## src/rtl/fix_trailer_check.sv

```systemverilog
// fix_trailer_check: finds the "<SOH>10=ddd<SOH>" trailer in the byte stream,
// converts the three ASCII digits to binary and compares the result with the
// checksum from the upstream checksum stage. It reports one result per message.
//
// Optional feature macro: FIX_TRAILER_STATS_EN
//   When defined, good_cnt_o and bad_cnt_o count the reported messages.
//   Each counter saturates at 16'hFFFF.
//   When not defined, both counters are tied to zero.
//
// Latency note: if a checksum is already latched (or its pulse arrives) when
// the terminating SOH is accepted, the block goes straight to REPORT. This
// skips WAIT_CS, so done_o follows the SOH by exactly one cycle.
module fix_trailer_check #(
  parameter int         TIMEOUT_CYC = 64,
  parameter logic [7:0] SOH_CHAR    = 8'h01
) (
  input  logic        clk,
  input  logic        rst,
  input  logic [7:0]  data_i,
  input  logic        valid_i,
  input  logic [7:0]  checksum_i,
  input  logic        checksum_valid_i,
  output logic        busy_o,
  output logic        done_o,
  output logic        match_o,
  output logic        fmt_err_o,
  output logic        timeout_o,
  output logic [7:0]  rx_cs_o,
  output logic [15:0] good_cnt_o,
  output logic [15:0] bad_cnt_o
);

  typedef enum logic [2:0] {
    ST_HUNT, ST_T1, ST_T0, ST_EQ, ST_DIG, ST_TERM, ST_WAIT_CS, ST_REPORT
  } state_t;

  // Last timer value before the timeout fires (only used when TIMEOUT_CYC != 0)
  localparam logic [15:0] TMO_LAST = 16'(TIMEOUT_CYC - 1);

  state_t      state_r, state_nxt;
  logic [9:0]  acc_r, acc_nxt;
  logic [1:0]  dcnt_r, dcnt_nxt;
  logic [15:0] timer_r, timer_nxt;
  logic [7:0]  cs_val_r;
  logic        cs_have_r, cs_have_nxt;
  logic        busy_r, done_r, match_r, fmt_err_r, timeout_r;
  logic [7:0]  rx_cs_r;

  logic        accept_s, is_digit_s, is_soh_s, cs_pulse_s, cs_avail_s;
  logic        fmt_s, to_s, fmt_err_s;
  logic [7:0]  cs_val_s;

  assign accept_s   = valid_i && !busy_r;
  assign is_digit_s = (data_i >= 8'h30) && (data_i <= 8'h39);
  assign is_soh_s   = (data_i == SOH_CHAR);
  assign cs_pulse_s = checksum_valid_i && (state_r != ST_HUNT);
  assign cs_val_s   = cs_pulse_s ? checksum_i : cs_val_r;
  assign cs_avail_s = cs_have_r || cs_pulse_s;
  assign fmt_err_s  = fmt_s || (acc_nxt > 10'd255);

  // Next-state, digit accumulation and per-message flags
  always_comb begin
    state_nxt = state_r;
    acc_nxt   = acc_r;
    dcnt_nxt  = dcnt_r;
    timer_nxt = timer_r;
    fmt_s     = 1'b0;
    to_s      = 1'b0;
    case (state_r)
      ST_HUNT: begin
        if (accept_s && is_soh_s) state_nxt = ST_T1;
        else                      state_nxt = ST_HUNT;
      end
      ST_T1, ST_T0, ST_EQ: begin
        if (accept_s) begin
          if      (state_r == ST_T1 && data_i == 8'h31) state_nxt = ST_T0;
          else if (state_r == ST_T0 && data_i == 8'h30) state_nxt = ST_EQ;
          else if (state_r == ST_EQ && data_i == 8'h3D) begin
            state_nxt = ST_DIG;
            acc_nxt   = 10'd0;
            dcnt_nxt  = 2'd0;
          end
          else if (is_soh_s) state_nxt = ST_T1;
          else               state_nxt = ST_HUNT;
        end else begin
          state_nxt = state_r;
        end
      end
      ST_DIG: begin
        if (accept_s) begin
          if (is_digit_s) begin
            acc_nxt = (acc_r * 10'd10) + {6'd0, data_i[3:0]};
            if (dcnt_r == 2'd2) state_nxt = ST_TERM;
            else                dcnt_nxt  = dcnt_r + 2'd1;
          end else begin
            fmt_s     = 1'b1;
            state_nxt = ST_REPORT;
          end
        end else begin
          state_nxt = ST_DIG;
        end
      end
      ST_TERM: begin
        if (accept_s) begin
          if (is_soh_s) begin
            timer_nxt = 16'd0;
            if (cs_avail_s) state_nxt = ST_REPORT;
            else            state_nxt = ST_WAIT_CS;
          end else begin
            fmt_s     = 1'b1;
            state_nxt = ST_REPORT;
          end
        end else begin
          state_nxt = ST_TERM;
        end
      end
      ST_WAIT_CS: begin
        if (cs_avail_s) begin
          state_nxt = ST_REPORT;
        end else if ((TIMEOUT_CYC != 0) && (timer_r == TMO_LAST)) begin
          to_s      = 1'b1;
          state_nxt = ST_REPORT;
        end else begin
          timer_nxt = timer_r + 16'd1;
        end
      end
      ST_REPORT: state_nxt = ST_HUNT;
      default:   state_nxt = ST_HUNT;
    endcase
  end

  // Checksum-present flag: dropped when a report starts or the hunt restarts
  always_comb begin
    if ((state_nxt == ST_HUNT) || (state_nxt == ST_REPORT)) cs_have_nxt = 1'b0;
    else if (cs_pulse_s)                                     cs_have_nxt = 1'b1;
    else                                                     cs_have_nxt = cs_have_r;
  end

  // State, datapath and registered result outputs
  always_ff @(posedge clk) begin
    if (rst) begin
      state_r   <= ST_HUNT;
      acc_r     <= 10'd0;
      dcnt_r    <= 2'd0;
      timer_r   <= 16'd0;
      cs_val_r  <= 8'd0;
      cs_have_r <= 1'b0;
      busy_r    <= 1'b0;
      done_r    <= 1'b0;
      match_r   <= 1'b0;
      fmt_err_r <= 1'b0;
      timeout_r <= 1'b0;
      rx_cs_r   <= 8'd0;
    end else begin
      state_r   <= state_nxt;
      acc_r     <= acc_nxt;
      dcnt_r    <= dcnt_nxt;
      timer_r   <= timer_nxt;
      cs_val_r  <= cs_val_s;
      cs_have_r <= cs_have_nxt;
      busy_r    <= (state_nxt == ST_WAIT_CS) || (state_nxt == ST_REPORT);
      done_r    <= (state_nxt == ST_REPORT);
      if (state_nxt == ST_REPORT) begin
        rx_cs_r   <= acc_nxt[7:0];
        fmt_err_r <= fmt_err_s;
        timeout_r <= to_s;
        match_r   <= !fmt_err_s && !to_s && (acc_nxt[7:0] == cs_val_s);
      end else begin
        rx_cs_r   <= rx_cs_r;
        fmt_err_r <= fmt_err_r;
        timeout_r <= timeout_r;
        match_r   <= match_r;
      end
    end
  end

  assign busy_o    = busy_r;
  assign done_o    = done_r;
  assign match_o   = match_r;
  assign fmt_err_o = fmt_err_r;
  assign timeout_o = timeout_r;
  assign rx_cs_o   = rx_cs_r;

`ifdef FIX_TRAILER_STATS_EN
  logic [15:0] good_cnt_r, bad_cnt_r;

  function automatic logic [15:0] sat_inc(input logic [15:0] v);
    return (v == 16'hFFFF) ? v : v + 16'd1;
  endfunction

  // Count each reported message once, in the REPORT cycle
  always_ff @(posedge clk) begin
    if (rst) begin
      good_cnt_r <= 16'd0;
      bad_cnt_r  <= 16'd0;
    end else if (done_r) begin
      if (match_r) good_cnt_r <= sat_inc(good_cnt_r);
      else         bad_cnt_r  <= sat_inc(bad_cnt_r);
    end else begin
      good_cnt_r <= good_cnt_r;
      bad_cnt_r  <= bad_cnt_r;
    end
  end

  assign good_cnt_o = good_cnt_r;
  assign bad_cnt_o  = bad_cnt_r;
`else
  assign good_cnt_o = 16'd0;
  assign bad_cnt_o  = 16'd0;
`endif

endmodule

```

## config.mk

```make
export PLATFORM = sky130hd
export DESIGN_NAME = fix_trailer_check
export DESIGN_NICKNAME = d
export VERILOG_FILES = /design/src/rtl/fix_trailer_check.sv
export SDC_FILE = /design/constraint.sdc
export NUM_CORES = 1
export LEC_CHECK = 0
export BUFFER_PORTS_ARGS = -buffer_cell sky130_fd_sc_hd__buf_2
export CAP_MARGIN = 25
export CORE_MARGIN = 1
export CORE_UTILIZATION = 50
export DETAILED_ROUTE_END_ITERATION = 16
export PLACE_DENSITY_LB_ADDON = 0.3
export REMOVE_ABC_BUFFERS = 1
export SYNTH_ARGS = -nofsm -noshare
export SYNTH_HDL_FRONTEND = slang
export SYNTH_SLANG_ARGS = --single-unit
```

## constraint.sdc

```tcl
create_clock -name clk -period 2.9 [get_ports clk]
set_input_delay 0.58 -clock clk [delete_from_list [all_inputs] [get_ports clk]]
set_output_delay 0.58 -clock clk [all_outputs]
set_load 0.05 [all_outputs]
```

==> summary.txt <==
Synthesis
  – Async S/R FF share, synth: 0%
  – Leading area contributor after synthesis: dfxtp_1
  – Yosys reg bits: 53
  – Synth cell types: 67
  – Yosys synthesis warning count: 0
  – Cell Area, Synth: ~3400 µm²
  – Most instantiated library cell after synthesis: dfxtp_1
  – Ys flop type: dfxtp_1
  – EDFF count, synth: 0
  – Register area share after synthesis: 31.3%
  – Mean Syn Cell Area: approximately 8.8 µm²
  – Cell count after synthesis: ~390
  – Commonest cells in the synthesized netlist: 53 x dfxtp_1, 50 x nor2_1, 35 x buf_4, 19 x a21oi_1
  – Main area contributors after synthesis: dfxtp_1 31%, buf_4 7.7%, ha_1 5.9%
  – Top-area cell type share of the netlist area: between 30% and 40%

Final layout
  – Synth-to-Final Area Change: 10.8%
  – # diodes: 0
  – Multi-input logic area: between 2000 and 2500 µm²
  – Register area: 1070 µm²
  – Final Net Count: around 460
  – Fillers: 585
  – Share of cells above drive strength 1: around a fifth
  – Fin cells: slightly above 500

CTS
  – CTS tree: done
  – Clk Latency, worst-skew pair: between 300 and 400 ps
  – CTS Buffer Depth: 2
  – Clk root buf: clkbuf_8
  – TritonCTS Buffers: 5
  – Clk sink count: 53
  – Clk slew on worst S/H paths: approximately 90 ps
  – Htree depth: 2

Global routing
  – Initial antenna violation count: 0
  – First-pass GRT wire length: approximately 12,000 µm
  – Vias in the first global route: about 2,600
  – Pin count of the biggest net entering global routing: 23
  – Total GRT Usage: a little over a fifth
  – Grt total ovfl: 0

Worst setup path
  – Critical Path RT: approximately 3100 ps
  – CP max FO: 3
  – Startpoint type of the worst setup path: register
  – CP Class: register to register
  – CP arrival: 2970 ps
  – R2R Setup Slk: around 160 ps
  – R2R cell count: 9
  – Reg-to-Reg End: match_o
  – Worst reg2reg path startpoint: acc_r[1]
  – Crit. End Element: register

Worst hold path
  – Hold Crit Start: dcnt_r[0]
  – Hold Crit Depth: 2
  – HP Class: register to register
  – Hold EP: dcnt_r[0]

STA
  – Setup tns final: 0 ps
  – Clock Skew: 6.36 ps
  – Final min period: 2740 ps
  – Final setup violation count: 0
  – Max Fclk: 0.365 GHz
  – Max Slew Vio Count: 0
  – Final Cycle Share: a little over nine tenths
  – RSZ-0062 raised after global routing: false
  – Hold Vio Cnt, Final: 0

Status
  – Status: complete, but fails checks
  – Violated checks: DRC

Die
  – Starting Density: 52.5%
  – Rows: 29
  – I/O pins: 65
  – Total die area: 7120 µm²
  – Die width: roughly 84 µm
  – Core Area: 6460 µm²
  – Height of the die: about 84 µm

Detailed routing
  – Drt pass-1 iters: 13
  – Detailed Route Iter0 Violations: roughly 120
  – Via count: 2,821
  – # DRC: 5
  – Antenna viol nets, final: 0
  – Routed wire per std cell: between 10 and 15 µm
  – DRT Wirelength: approximately 7500 µm
  – Via/cell ratio: between 5 and 6

Placed design
  – DP Cell Count: 494
  – IO buf count: 32
  – RePlAce Congestion: approximately 0.87
  – HPWL after DPL: 5590 µm

Pwr
  – Pwr dens: about 390 nW/µm²
  – Static Leak: between 1.5 and 2 nW
  – VDD IR max: 0.365 mV

Flow run
  – Max Cap Violations: 0
how the worst max path moves through the flow:
| stage | from | cells after the start | to | slack (ps) |
|---|---|---|---|---|
| 3_3_place_gp | acc_r[3] | 9 | match_o | 110 |
| 3_5_place_dp | acc_r[3] | 9 | match_o | 8 |
| 4_1_cts | acc_r[3] | 9 | match_o | 30 |
| 6_report | acc_r[1] | 9 | match_o | 160 |
| 2_1_floorplan | acc_r[1] | 9 | match_o | 160 |
| 5_1_grt | acc_r[1] | 9 | match_o | 0.1 |
cell usage in the layout (no fill, tap or decap), types with 5 or more instances in the layout:
cell type,netlist,layout
clkbuf_8,0,5
nor3_1,7,7
mux2i_1,11,11
a22oi_1,7,7
nand4_1,5,5
ha_1,16,14
buf_4,35,17
inv_1,12,12
o21ai_0,11,11
a21oi_1,19,19
and2_1,5,5
dfxtp_1,53,50
and3_1,5,5
xnor2_1,13,13
nand3_1,10,10
buf_2,4,32
nand3b_1,5,5
xor2_1,11,11
a211oi_1,6,6
nand2_1,16,16
nor2_1,50,50
nor2b_1,5,5
conb_1,1,32
critical path, stage by stage (launching register included):
cell	delay (ps)
dfxtp_2	340
ha_4	240
ha_4	160
fa_1	580
or3b_4	400
a31oi_4	190
a211oi_1	80
a2111oi_2	350
nand4_1	150
o31ai_2	180
where the power goes:
| group | leakage (nW) | internal (W) | switching (W) |
|---|---|---|---|
| sequential | 0.428 | 0.000726 | 0.0000000589 |
| combinational | 1.12 | 0.0000224 | 0.000128 |
| clock | 0.0681 | 0.000343 | 0.000244 |
| total | 1.62 | 0.00109 | 0.000372 |
timing repair:
| item | CTS | global route |
|---|---|---|
| setup buffers | 0 | 2 |
| endpoints found under the setup margin | 1 | 1 |
| pin swaps | 0 | 6 |
| gates resized for setup | 1 | 10 |
| hold buffers | 0 | 0 |
area by class of cell:
class	instances	area share [%]
inverters	12	1.20
flip-flops and latches	53	28.4
clock buffers	5	1.83
well taps	77	2.56
clock inverters	3	1.73
multi-input cells	305	56.6
repair buffers	49	7.66
stage by stage:
| step | hold WS (ps) | power [W] | area, µm² | util (%) | setup WS, ps |
|---|---|---|---|---|---|
| floorplan | 426 | 0.000857 | 3180 | - | 164 |
| detailed placement | 449 | 0.000893 | 3550 | 55.0 | 8.08 |
| global placement | 442 | 0.000893 | 3550 | 54.9 | 111 |
| CTS | 462 | 0.00148 | 3690 | 57.2 | 32.0 |
| global route | 478 | 0.00151 | 3760 | 58.2 | 0.109 |
| finish | 457 | 0.00146 | 3760 | 58.2 | 159 |
state kept, by name, summed over array words and instances, names as in the netlist:
signal,flops
timer_r,16
acc_r,10
cs_val_r,8
rx_cs_o,8
state_r,3
dcnt_r,2
busy_o,1
cs_have_r,1
done_o,1
fmt_err_o,1
match_o,1
timeout_o,1
logic make-up (layout without fill, tap and decap cells):
logic type	after synthesis	in the layout	share of synthesized area [%]
AND/OR/NAND/NOR	146	146	24.8
AO/OA/AOI/OAI	73	73	16.1
buffers and inverters	58	69	10.9
flip-flops	53	53	31.3
XOR/XNOR	24	24	6.20
adder cells (fa/ha/maj)	18	18	7.08
multiplexers	12	12	3.58
other	1	32	0.111
metal layers:
layer	GRT usage, %	up-vias	part of all wire [%]
met5	0	-	0
met4	8.01	0	1.5
met3	3.93	12	4.5
met2	36.0	86	48
met1	27.3	1329	46
li1	-	1394	-
Note: power is estimated with default switching activity, not from simulation.
